**src/rtl/counter_seq.sv**
```systemverilog
// counter_seq: programs one counter block (START/STEP strobes), enables it,
// issues NPULSES triggers spaced PERIOD cycles apart, then disables it and
// reports completion. Every output is a flop; the shadows capture the
// programming inputs on an accepted arm so later input changes are inert.
module counter_seq (
  input  logic        clk_i,
  input  logic        reset_n_i,
  input  logic        arm_i,
  input  logic        abort_i,
  input  logic [31:0] START,
  input  logic [31:0] STEP,
  input  logic [31:0] PERIOD,
  input  logic [31:0] NPULSES,
  input  logic        DIR,
  input  logic        carry_i,
  output logic        cnt_enable_o,
  output logic        cnt_trigger_o,
  output logic        cnt_dir_o,
  output logic [31:0] cnt_start_o,
  output logic        cnt_start_wstb_o,
  output logic [31:0] cnt_step_o,
  output logic        cnt_step_wstb_o,
  output logic        busy_o,
  output logic        done_o,
  output logic        aborted_o,
  output logic        carry_seen_o,
  output logic [31:0] pulse_count_o
);

  localparam int unsigned DW = 32;

  typedef enum logic [2:0] {
    IDLE     = 3'd0,
    LD_START = 3'd1,
    LD_STEP  = 3'd2,
    ENA      = 3'd3,
    RUN      = 3'd4,
    FIN      = 3'd5
  } state_t;

  state_t        state_q, state_d;

  // Shadows not visible on ports
  logic [DW-1:0] period_q, period_d;
  logic [DW-1:0] npulses_q, npulses_d;
  logic [DW-1:0] per_cnt_q, per_cnt_d;

  // Next values for the registered outputs
  logic [DW-1:0] start_d, step_d, pulse_count_d;
  logic          dir_d;
  logic          enable_d, trigger_d, start_wstb_d, step_wstb_d;
  logic          busy_d, done_d, aborted_d, carry_seen_d;
  logic [DW-1:0] reload;

  // Trigger spacing reload value; PERIOD of 0 behaves as 1
  assign reload = (period_q == '0) ? '0 : period_q - DW'(1);

  // State register and all registered outputs/shadows
  always_ff @(posedge clk_i or negedge reset_n_i) begin
    if (!reset_n_i) begin
      state_q          <= IDLE;
      period_q         <= '0;
      npulses_q        <= '0;
      per_cnt_q        <= '0;
      cnt_start_o      <= '0;
      cnt_step_o       <= '0;
      cnt_dir_o        <= 1'b0;
      cnt_enable_o     <= 1'b0;
      cnt_trigger_o    <= 1'b0;
      cnt_start_wstb_o <= 1'b0;
      cnt_step_wstb_o  <= 1'b0;
      busy_o           <= 1'b0;
      done_o           <= 1'b0;
      aborted_o        <= 1'b0;
      carry_seen_o     <= 1'b0;
      pulse_count_o    <= '0;
    end else begin
      state_q          <= state_d;
      period_q         <= period_d;
      npulses_q        <= npulses_d;
      per_cnt_q        <= per_cnt_d;
      cnt_start_o      <= start_d;
      cnt_step_o       <= step_d;
      cnt_dir_o        <= dir_d;
      cnt_enable_o     <= enable_d;
      cnt_trigger_o    <= trigger_d;
      cnt_start_wstb_o <= start_wstb_d;
      cnt_step_wstb_o  <= step_wstb_d;
      busy_o           <= busy_d;
      done_o           <= done_d;
      aborted_o        <= aborted_d;
      carry_seen_o     <= carry_seen_d;
      pulse_count_o    <= pulse_count_d;
    end
  end

  // Next-state, trigger scheduling and next-output decode
  always_comb begin
    state_d       = state_q;
    period_d      = period_q;
    npulses_d     = npulses_q;
    per_cnt_d     = per_cnt_q;
    start_d       = cnt_start_o;
    step_d        = cnt_step_o;
    dir_d         = cnt_dir_o;
    pulse_count_d = pulse_count_o;
    carry_seen_d  = carry_seen_o | (cnt_enable_o & carry_i);
    aborted_d     = 1'b0;
    trigger_d     = 1'b0;

    case (state_q)
      IDLE: begin
        // Abort in IDLE is a no-op but still suppresses a coincident arm
        if (arm_i && !abort_i) begin
          start_d       = START;
          step_d        = STEP;
          period_d      = PERIOD;
          npulses_d     = NPULSES;
          dir_d         = DIR;
          pulse_count_d = '0;
          carry_seen_d  = 1'b0;
          state_d       = (NPULSES == '0) ? FIN : LD_START;
        end
      end
      LD_START: state_d = LD_STEP;
      LD_STEP:  state_d = ENA;
      ENA:      state_d = RUN;
      RUN: begin
        // Leave once the trigger that reached the programmed count is out
        if (cnt_trigger_o && (pulse_count_o == npulses_q)) begin
          state_d = FIN;
        end
      end
      FIN:      state_d = IDLE;
      default:  state_d = IDLE;
    endcase

    if ((state_q != IDLE) && abort_i) begin
      state_d   = IDLE;
      aborted_d = 1'b1;
    end

    // First RUN cycle always triggers; later ones when the down-counter hits 0
    if (state_d == RUN) begin
      if ((state_q == ENA) || (per_cnt_q == '0)) begin
        trigger_d = 1'b1;
        per_cnt_d = reload;
      end else begin
        per_cnt_d = per_cnt_q - DW'(1);
      end
    end

    if (trigger_d) begin
      pulse_count_d = pulse_count_o + DW'(1);
    end

    start_wstb_d = (state_d == LD_START);
    step_wstb_d  = (state_d == LD_STEP);
    busy_d       = (state_d != IDLE);
    done_d       = (state_d == FIN);
    enable_d     = (state_d == ENA) || (state_d == RUN) ||
                   ((state_d == FIN) && (state_q == RUN));
  end

endmodule

```
**config.mk**
```make
export PLATFORM = sky130hd
export DESIGN_NAME = counter_seq
export DESIGN_NICKNAME = d
export VERILOG_FILES = /design/src/rtl/counter_seq.sv
export SDC_FILE = /design/constraint.sdc
export NUM_CORES = 1
export LEC_CHECK = 0
export ABC_AREA = 1
export CAP_MARGIN = 20
export CORE_MARGIN = 2
export CORE_UTILIZATION = 56
export CTS_CLUSTER_SIZE = 16
export DETAILED_ROUTE_END_ITERATION = 8
export HOLD_SLACK_MARGIN = 0.1
export PLACE_DENSITY_LB_ADDON = 0.08
export SYNTH_ARGS = -nofsm -noshare
export SYNTH_HDL_FRONTEND = slang
export SYNTH_SLANG_ARGS = --single-unit
```
**constraint.sdc**
```tcl
create_clock -name clk_i -period 4 [get_ports clk_i]
set_clock_uncertainty 0.2 [all_clocks]
set_input_delay 0.8 -clock clk_i [delete_from_list [all_inputs] [get_ports clk_i]]
set_output_delay 0.8 -clock clk_i [all_outputs]
set_load 0.005 [all_outputs]
```
## Yosys cells after proc, flatten, opt, wreduce, memory -nomap -nowiden

Cells that the tools add are included.
W data, S select, Z words.

- Register bits: 204
- Word-level logic and storage cells: 64
- Output and inout port bits: 105

- $add $sub $neg: 3
- Equality and inequality tests: 10
- Muxes and demuxes: 15
- Bitwise gates (word level): 2
- Reduce and logical (&&, ||, !) cells: 18

Operators by type and width:

| cell | count |
|---|---|
| $mux W32 | 5 |
| $logic_not A32 Y1 | 3 |
| $sub A32 B1 Y32 const B | 2 |
| $add A32 B1 Y32 const B | 1 |
| $eq A32 B32 Y1 | 1 |
| $pmux W3 S5 | 1 |
| $eq A3 B2 Y1 const B | 4 |
| $mux W3 | 4 |
| $eq A3 B3 Y1 const B | 3 |
| $eq A3 B1 Y1 const B | 2 |
| $reduce_bool A3 Y1 | 2 |
| $mux W1 | 5 |
| $logic_and A1 B1 Y1 | 4 |
| $reduce_and A2 Y1 | 2 |
| $reduce_bool A2 Y1 | 2 |
| $logic_not A3 Y1 | 1 |
| $logic_or A1 B1 Y1 | 3 |
| $and A1 B1 Y1 | 1 |
| $logic_not A1 Y1 | 1 |
| $or A1 B1 Y1 | 1 |

## Longest topological paths before layout

Gate-level depths: netlist of run 1.

- Word-level depth: 9
- Gate-level depth with buffers: 17

## Worst setup path before layout of run 1

Ideal clock, no wire load.

- Kind: input port to flip-flop
- Start: in NPULSES[25]
- End: reg per_cnt_q[1]
- Stages on the path: 11
- Required time: 3.677 ns
- Arrival time: 1.946 ns
- Slack: 1.731 ns
- Setup time: 0.123 ns
- Cells stage by stage: inv_1 > nand4_1 > nor2_1 > nand2_1 > nor2_1 > nand2_1 > a21oi_4 > nand3_4 > inv_4 > buf_2 > o21ai_1

- Word-level cells in the longest chain between the ends: 6

Ends and longest elaborated chain:

| what | line | text |
|---|---|---|
| start: declaration | 13 | `input logic [31:0] NPULSES,` |
| $logic_not A32 Y1 | 122 | `state_d = (NPULSES == '0) ? FIN : LD_START;` |
| $mux W3 | 122 |  |
| $mux W3 | 114 | `if (arm_i && !abort_i) begin` |
| $pmux W3 S5 | 111 | `case (state_q)` |
| $mux W3 | 138 | `if ((state_q != IDLE) && abort_i) begin` |
| named net state_d[2] | 41 | `state_t state_q, state_d;` |
| $eq A3 B3 Y1 | 144 | `if (state_d == RUN) begin` |
| end signal: assignment | 81 | `per_cnt_q <= per_cnt_d;` |
| end: declaration | 46 | `logic [DW-1:0] per_cnt_q, per_cnt_d;` |

The timed path passes the listed nets, and every way through them passes these cells.
A chain may end at the register's enable or synchronous reset.

## Worst setup path after layout of run 1

- Start: in NPULSES[27]
- End: reg pulse_count_o[14]

- Word-level cells in the longest chain between the ends: 9
- Elaborated cells on any way between the ends: 11
- Those cells by class: eq/ne (1); mux (6); reduce/logical (4)

Ends and longest elaborated chain:

| what | line | text |
|---|---|---|
| $logic_not A32 Y1 * | 122 |  |
| $mux W3 * | 122 |  |
| $mux W3 * | 114 |  |
| $pmux W3 S5 * | 111 |  |
| $mux W3 * | 138 |  |
| named net state_d[2] | 41 |  |
| $eq A3 B3 Y1 * | 144 |  |
| $mux W1 * | 144 |  |
| $reduce_bool A2 Y1 (no source line) | -- |  |
| $reduce_and A2 Y1 (no source line) | -- |  |
| end signal: assignment | 93 | `pulse_count_o <= pulse_count_d;` |
| end: declaration | 27 | `output logic [31:0] pulse_count_o` |

The timed path passes the listed nets; every way through them passes the cells marked *.

==> results.toml, run 1 <==
[synth]
synthArstFlopShare_pct = 100.0
yosysUniqueCellTypes = 38
yosysMostFrequentCell = "nand2_1"
synth_top_area_share_pct = 45.75
synth_commonest_cells = "nand2_1 (305), dfrtp_1 (204), inv_1 (190)"
synth_ff_type = "dfrtp_1"
ys_ff_latch = 204
synthesis.nets = 1532
yosysTopAreaCell = "dfrtp_1"
synth_area_per_cell_um2 = 8.004
synth_edf_count = 0
yosysWarnings = 0
synth_area_leaders = "dfrtp_1 (46%), nand2_1 (10%), mux2_2 (7.2%)"
synth_cells = 1394
netlist_area_mm2 = 0.01116
yosysSeqAreaShare_pct = 45.75

[floorplanning]
die_area_mm2 = 0.02107
num_rows = 51
coreArea_mm2 = 0.01953
fp.dieW_um = 145.2
initial_core_util_pct = 57.14
die_y_um = 145.2
pin_count = 239

[clock_tree]
postCtsHoldBufs = 0
cts_max_level = 1
cts_resized = 0
clk_pin_slew_ps = 60
post-cts-setup-buffers = 0
clkLatencyLatePin_ps = 520
cts-root-buf = "clkbuf_16"
clk_path_buf_depth = 3
clock-sinks = 204
cts_tree = "yes"
cts_buffers = 24

[critical_path]
ff2ff_path_depth = 15
critPathArrivalTime_ps = 3460
critPathCaptureType = "flop"
path_class = "in2reg"
cpMostUsedCell = "nand2_1"
start_kind = "input pin"
r2r-start = "state_q[0]$_DFF_PN0_"
max_stage_delay_ps = 410
critical-path-slowest-cell = "clkdlybuf4s50_1"
cp_max_fo = 35
crit_chain = "clkdlybuf4s50_1 > inv_1 > nand4_1 > nor2_1 > nand2_1 > nor2_1 > nand2_1 > a21oi_4 > nand3_4 > inv_4 > buf_12 > nand3_1 > nand2_1"
required_ps = 4260
reg2reg_slack_ps = 880
rr_endpoint = "pulse_count_o[1]$_DFFE_PN0P_"

[sta]
timing.fmax_ghz = 0.3125
layout_min_cycle_time_ps = 3200
period_share_pct = 80.00
setup_violations = 0
setup_tns_ps = 0
worst_pin_slew_ps = 1034
grt_setup_unrepaired = "false"
hold_viol = 0
drv_slew = 0
slew_headroom_pct = 31.03

[global_routing]
grt_pass1_wl_mm = 53.12
overflow = 0
grt_max_degree = 207
antenna_found_initial = 2
track_usage_pct = 31.18
grt_pass1_vias = 10380

[routing]
wl_met2_mm = 15.37
antenna_left = 0
finalWirelength_mm = 32.45
drc = 0
wl_per_cell_um = 17.04
dr.pass1.iters = 5
wl_met3_mm = 2.706
wl_met1_mm = 12.94
vias = 10150
routed_via_density = 5.328
dr.max_layer_used = "met4"
first_iter_violations = 765

[power_and_ir_drop]
ir_drop_mv = 0.5039
power.total_mw = 9.437
p_leak_nw = 6.881
p_per_area_mw_per_mm2 = 647.3

[status]
status = "complete, no violations"

[layout]
drive_gt1_share_pct = 9.224
areaGrowthSynthToFinish_pct = 30.66
fillCellCount = 1523
fin_nets = 1759

[flow_run]
cap_violations = 0

[place]
routabilityCongestion = 0.9706
dp_hpwl_mm = 23.73
port_buffers = 238

[hold_path]
hp-class = "in2async"
[flip-flops by register name, indices dropped and copies added, names as in the netlist]
signal / flops
cnt_enable_o: 1
state_q: 3
cnt_step_wstb_o: 1
done_o: 1
cnt_trigger_o: 1
period_q: 32
cnt_start_wstb_o: 1
carry_seen_o: 1
cnt_start_o: 32
aborted_o: 1
per_cnt_q: 32
pulse_count_o: 32
cnt_step_o: 32
busy_o: 1
npulses_q: 32
cnt_dir_o: 1
[layer usage]
metal	GRT usage, %	vias to the layer above
met5	0	-
met3	8.239	87
met1	38.63	4781
met4	12.01	0
met2	52.40	387
li1	-	4890
[report_power, final]
group | switching, mW | internal (mW)
logic | 1.88 | 1.80
registers | 0.636 | 2.90
clock network | 0.869 | 1.36
[layout make-up]
| class | count | area, µm² | area share (%) |
|---|---|---|---|
| sequential | 204 | 5105 | 35.02 |
| clock inverter | 7 | 85.08 | 0.5836 |
| tap | 265 | 331.6 | 2.274 |
| antenna | 2 | 5.005 | 0.03433 |
| clock buffer | 35 | 713.2 | 4.892 |
| timing repair buffer | 249 | 2519 | 17.28 |
| inverter | 201 | 757.0 | 5.192 |
| multi-input combinational | 941 | 5064 | 34.73 |
[layout by cell type (no fill, tap or decap), types with 7 or more instances in the layout]
cell and instances:
dfrtp_1 204, nor2_2 7, nor4_1 10, clkbuf_16 25, o21ai_0 57, xor2_1 58, nand3_1 96, nand2_1 305
xnor2_1 16, o21ai_1 44, clkdlybuf4s50_1 237, nor3_1 32, a21oi_1 39, mux2_2 71, nand4_1 27, inv_1 190
nor2_1 149, inv_2 8, buf_4 7
[per-stage QoR]
stage / utilization, % / instance area (µm²) / instances / hold WS (ps) / worst slack (ps)
finish: 74.66 / 14580 / 1904 / 124.4 / 800.1
global route: 74.66 / 14580 / 1904 / 204.9 / 553.7
CTS: 74.64 / 14570 / 1902 / 172.1 / 856.7
detailed placement: 70.55 / 13780 / 1860 / 291.3 / 322.7
global placement: 70.55 / 13780 / 1860 / 286.2 / 388.9
floorplan: - / 11160 / 1394 / 253.0 / 1731
[worst max-delay path by stage]
stage | start | to | slack (ps) | cells after the start
floorplan | NPULSES[25] | per_cnt_q[1]$_DFFE_PN0N_ | 1730 | 11
global placement | NPULSES[30] | per_cnt_q[29]$_DFFE_PN0N_ | 390 | 13
detailed placement | NPULSES[27] | pulse_count_o[14]$_DFFE_PN0P_ | 320 | 13
CTS | NPULSES[27] | per_cnt_q[30]$_DFFE_PN0N_ | 860 | 13
global route | NPULSES[5] | pulse_count_o[9]$_DFFE_PN0P_ | 550 | 13
finish | NPULSES[27] | pulse_count_o[14]$_DFFE_PN0P_ | 800 | 13
[worst max-delay path: cells and delay by family]
kind,cells,cell delay [ps]
simple gates,8,1240
buf+inv,4,1120
compound gates,1,250
[logic make-up (layout without fill, tap and decap cells)]
logic type                 Yosys count  count (layout)  synth area share [%]
muxes                               71              71                 7.165
DFF                                204             204                 45.75
and+or+nand+nor                    641             641                 24.75
adders and majority gates            4               4                0.4485
xor gates and xnor gates            74              74                 5.808
other                                0               2                     0
buffers and inverters              249             492                 8.937
AOI/OAI and AO/OA                  151             151                 7.143
Power figures use the tool's default switching activity.
==> run 2, diff against run 1 <==
- CORE_UTILIZATION: 56 -> 47
- clock period: 4 -> 2.7 ns (I/O delays scaled with it)
==> results.toml, run 2 (same netlist as run 1, synthesis figures left out) <==
[layout]
fin_nets = 1794
regArea_mm2 = 0.005105
fillCellCount = 2096
areaGrowthSynthToFinish_pct = 35.85
drive_gt1_share_pct = 11.58
layout_commonest_cell = "nand2_1"
multi_input_area_mm2 = 0.005074
mostFrequentLayoutCells = "nand2_1 (305), clkdlybuf4s50_1 (237), dfrtp_1 (204)"

[global_routing]
grt_pass1_wl_mm = 51.65
grt_max_degree = 67
overflow = 0
track_usage_pct = 26.10
grt_pass1_vias = 9956
antenna_found_initial = 1

[critical_path]
max_stage_delay_ps = 390
cp_max_fo = 22
critPathArrivalTime_ps = 2700
path_class = "reg2reg"
critPathCaptureType = "flop"
r2r-start = "period_q[0]$_DFFE_PN0P_"
crit_family = "simple AND/OR/NAND/NOR gates"
required_ps = 2910
startpoint = "period_q[0]$_DFFE_PN0P_"
critical_path_buf_inv_count = 2
start_kind = "flop"
crit_chain = "inv_1 > ha_1 > nand3_2 > nor2_4 > nand2_1 > nor2_2 > nand3_2 > o21ai_2 > buf_12 > nor2_1 > nor2_1 > o21ai_1"
critical-path-slowest-cell = "dfrtp_1"

[routing]
vias = 10010
routed_via_density = 5.014
antenna_left = 0
first_iter_violations = 733
drc = 0
dr.pass1.iters = 5
finalWirelength_mm = 31.97
wl_per_cell_um = 16.02

[floorplanning]
initial_core_util_pct = 47.68
die_area_mm2 = 0.02499
pin_count = 239
die_y_um = 158.1
fp.dieW_um = 158.1
coreArea_mm2 = 0.02340
num_rows = 56

[sta]
grt_setup_unrepaired = "false"
hold_viol = 0
setup_violations = 0
holdWs_ps = 297.0
period_share_pct = 92.22
worst_pin_slew_ps = 546.2
timing.fmax_ghz = 0.4016
layout_min_cycle_time_ps = 2490
drv_slew = 0
slew_headroom_pct = 63.30

[power_and_ir_drop]
power.total_mw = 14.45
p_per_area_mw_per_mm2 = 953.3
p_leak_nw = 7.161
ir_drop_mv = 0.6895

[clock_tree]
clk_path_buf_depth = 3
clock-sinks = 204
cts_tree = "yes"
clk_pin_slew_ps = 60
cts_buffers = 25
clkLatencyLatePin_ps = 540
cts_max_level = 1
cts-root-buf = "clkbuf_16"

[hold_path]
hp-class = "in2async"

[place]
port_buffers = 238
routabilityCongestion = 0.8934
dp_hpwl_mm = 24.10

[flow_run]
cap_violations = 0

[status]
status = "complete, no violations"
[run 2: layout make-up]
class | count | area share, %
repair buffers | 283 | 19.06
clock inverters | 11 | 1.164
clock buffers | 35 | 4.969
inverters | 201 | 4.994
flip-flops and latches | 204 | 33.68
diodes | 2 | 0.03302
well taps | 319 | 2.633
multi-input cells | 941 | 33.47
[run 2: metal layers]
layer | track usage, % | up-vias | part of all wire (%)
li1 | - | 4982 | -
met1 | 34.95 | 4656 | 42
met4 | 6.392 | 0 | 2.3
met5 | 0 | - | 0
met2 | 42.88 | 326 | 47
met3 | 6.187 | 44 | 8.1
[run 2: through the flow]
step / area, µm² / utilization (%) / instances / TNS (ps) / worst slack, ps
finish: 15160 / 64.77 / 1996 / 0 / 210.1
CTS: 15140 / 64.71 / 1994 / 0 / 27.80
floorplan: 11160 / - / 1394 / 0 / 533.5
global placement: 14200 / 60.69 / 1947 / -54.86 / -54.86
detailed placement: 14200 / 60.69 / 1947 / -283.3 / -49.85
global route: 15160 / 64.77 / 1996 / 0 / 22.49
[run 2: worst paths after layout]
kind,to,slack [ps],depth (start not counted)
max,per_cnt_q[24]$_DFFE_PN0N_,210,12
min,pulse_count_o[5]$_DFFE_PN0P_,300,2
max reg2reg,per_cnt_q[24]$_DFFE_PN0N_,210,12
min reg2reg,carry_seen_o$_DFF_PN0_,300,2
max in group asynchronous,period_q[30]$_DFFE_PN0P_,1380,3
min in group clk_i,carry_seen_o$_DFF_PN0_,300,2
[run 2: what timing repair did]
item | 4_1_cts | 5_1_grt
gates resized for setup | 0 | 3
setup buffers | 0 | 0
hold buffers | 1 | 0
endpoints found under the setup margin | 0 | 65
hold endpoints to repair | 35 | 0
[run 2: worst reg2reg max path, cell delays in order (launching register included)]
cell     delay [ps]
dfrtp_1         390
inv_1           100
ha_1            200
nand3_2         140
nor2_4          230
nand2_1         140
nor2_2          180
nand3_2         160
o21ai_2         200
buf_12          190
nor2_1           90
nor2_1           90
o21ai_1          60
[run 2: power breakdown]
| part | switching [mW] | internal (mW) |
|---|---|---|
| sequential | 0.888 | 4.30 |
| combinational | 2.77 | 2.81 |
| clock | 1.35 | 2.34 |
| total | 5.01 | 9.44 |
==> run 3, diff against run 2 <==
- CORE_UTILIZATION: 47 -> 48
- CTS_BUF_LIST: not set -> sky130_fd_sc_hd__clkbuf_2 sky130_fd_sc_hd__clkbuf_4 sky130_fd_sc_hd__clkbuf_8
- GPL_TIMING_DRIVEN: not set -> 0
==> results.toml, run 3 (same netlist as run 1, synthesis figures left out) <==
[clock_tree]
clk_path_buf_depth = 3
clk_pin_slew_ps = 60
clock-sinks = 204
cts_tree = "yes"
clkLatencyLatePin_ps = 550
cts-root-buf = "clkbuf_8"
cts_max_level = 2
cts_buffers = 38

[sta]
drv_slew = 0
hold_viol = 0
layout_min_cycle_time_ps = 2511
period_share_pct = 93.00
timing.fmax_ghz = 0.3983
slew_headroom_pct = 49.52
worst_pin_slew_ps = 757.2
finalWorstSetupSlack_ps = 189.1
holdWs_ps = 282.5
setup_tns_ps = 0
setup_violations = 0

[critical_path]
required_ps = 2980
cp_max_fo = 10
critical_path_buf_inv_count = 3
critPathArrivalTime_ps = 2790
cpMostUsedCell = "nand2_1"
max_stage_delay_ps = 410
start_kind = "flop"
critPathCaptureType = "flop"
crit_family = "simple AND/OR/NAND/NOR gates"
path_class = "reg2reg"
critical-path-slowest-cell = "dfrtp_1"
crit_chain = "inv_2 > nand2_2 > nor2_2 > nand3_2 > nor2_1 > nand2_1 > a21oi_4 > nand3_4 > inv_4 > buf_4 > nand3_1 > nand2_1"

[global_routing]
grt_pass1_vias = 9964
antenna_found_initial = 1
track_usage_pct = 27.63
grt_max_degree = 82
grt_pass1_wl_mm = 52.67
overflow = 0

[flow_run]
cap_violations = 0

[routing]
wl_per_cell_um = 16.94
drc = 0
antenna_left = 0
vias = 10320
routed_via_density = 5.182
dr.pass1.iters = 7
finalWirelength_mm = 33.72
first_iter_violations = 840

[floorplanning]
die_y_um = 156.5
num_rows = 55
fp.dieW_um = 156.5
coreArea_mm2 = 0.02271
pin_count = 239
die_area_mm2 = 0.02448
initial_core_util_pct = 49.13

[layout]
instances_no_fill = 1991
diodes = 0
final_util_pct = 65.48
fillCellCount = 1984
mostFrequentLayoutCells = "nand2_1 (305), clkdlybuf4s50_1 (237), dfrtp_1 (203)"
fin_nets = 1818
layout_commonest_cell = "nand2_1"
drive_gt1_share_pct = 12.37
finalInstanceArea_mm2 = 0.01487
areaGrowthSynthToFinish_pct = 33.27

[place]
pre_cts_slack_ps = -368.1
dp.cells = 1919
port_buffers = 238
dpl_cell_area_mm2 = 0.01396
routabilityCongestion = 0.9609
dp_hpwl_mm = 25.31

[power_and_ir_drop]
ir_drop_mv = 0.6400
p_leak_nw = 7.057
power.total_mw = 13.99
p_per_area_mw_per_mm2 = 941.0

[status]
status = "complete, no violations"

[hold_path]
hp-class = "reg2reg"
[run 3: changes by cell type in the layout (fill, tap and decap cells not counted), moves of 11 or more]
cell	before	now
buf_12	13	0
buf_2	0	17
buf_4	31	14
clkbuf_1	1	12
clkbuf_16	25	0
clkbuf_4	0	12
clkbuf_8	10	52
[run 3: layer usage]
| metal | wire, µm | vias up | global-route usage (%) |
|---|---|---|---|
| met3 | 3071 | 65 | 8.557 |
| met2 | 15120 | 380 | 42.61 |
| li1 | - | 5011 | - |
| met5 | 16 | - | 0 |
| met4 | 823 | 2 | 8.606 |
| met1 | 14690 | 4859 | 37.37 |
[run 3: area by class of cell]
class	count	area (µm²)	area share (%)
buffer	48	256.5	1.725
clock buffer	61	783.3	5.267
tap	285	356.6	2.398
multi-input combinational	941	5089	34.22
sequential	204	5106	34.34
timing repair buffer	246	2490	16.74
clock inverter	5	32.53	0.2188
inverter	201	757.0	5.090
[run 3: path summary, 6_finish.rpt]
check	slack, ps	cells past startpoint	startpoint	end
hold reg to reg	280	2	npulses_q[29]$_DFFE_PN0P_	npulses_q[29]$_DFFE_PN0P_
max in group asynchronous	850	4	reset_n_i	cnt_start_o[25]$_DFFE_PN0P_
min in group asynchronous	320	2	reset_n_i	npulses_q[7]$_DFFE_PN0P_
setup / recovery	190	12	state_q[0]$_DFF_PN0_	pulse_count_o[30]$_DFFE_PN0P_
hold / removal	280	2	npulses_q[29]$_DFFE_PN0P_	npulses_q[29]$_DFFE_PN0P_
setup reg to reg	190	12	state_q[0]$_DFF_PN0_	pulse_count_o[30]$_DFFE_PN0P_
[run 3: worst min-delay path, delay by kind of cell (launching register included)]
family | cells | cell delay, ps
compound gates | 1 | 50
flops | 1 | 340
simple gates | 1 | 50
[run 3: power breakdown]
| part | leakage (nW) | internal [mW] | switching [mW] |
|---|---|---|---|
| Sequential | 2.51 | 4.30 | 0.881 |
| Combinational | 4.11 | 2.74 | 2.87 |
| Clock | 0.436 | 1.84 | 1.37 |
[run 3: repair_timing]
item	in CTS	in global routing
buffers inserted	0	5
endpoints found under the setup margin	6	86
gates resized for setup	1	17
hold buffers	1	0
pin swaps	0	2
endpoints found under the hold margin	58	0
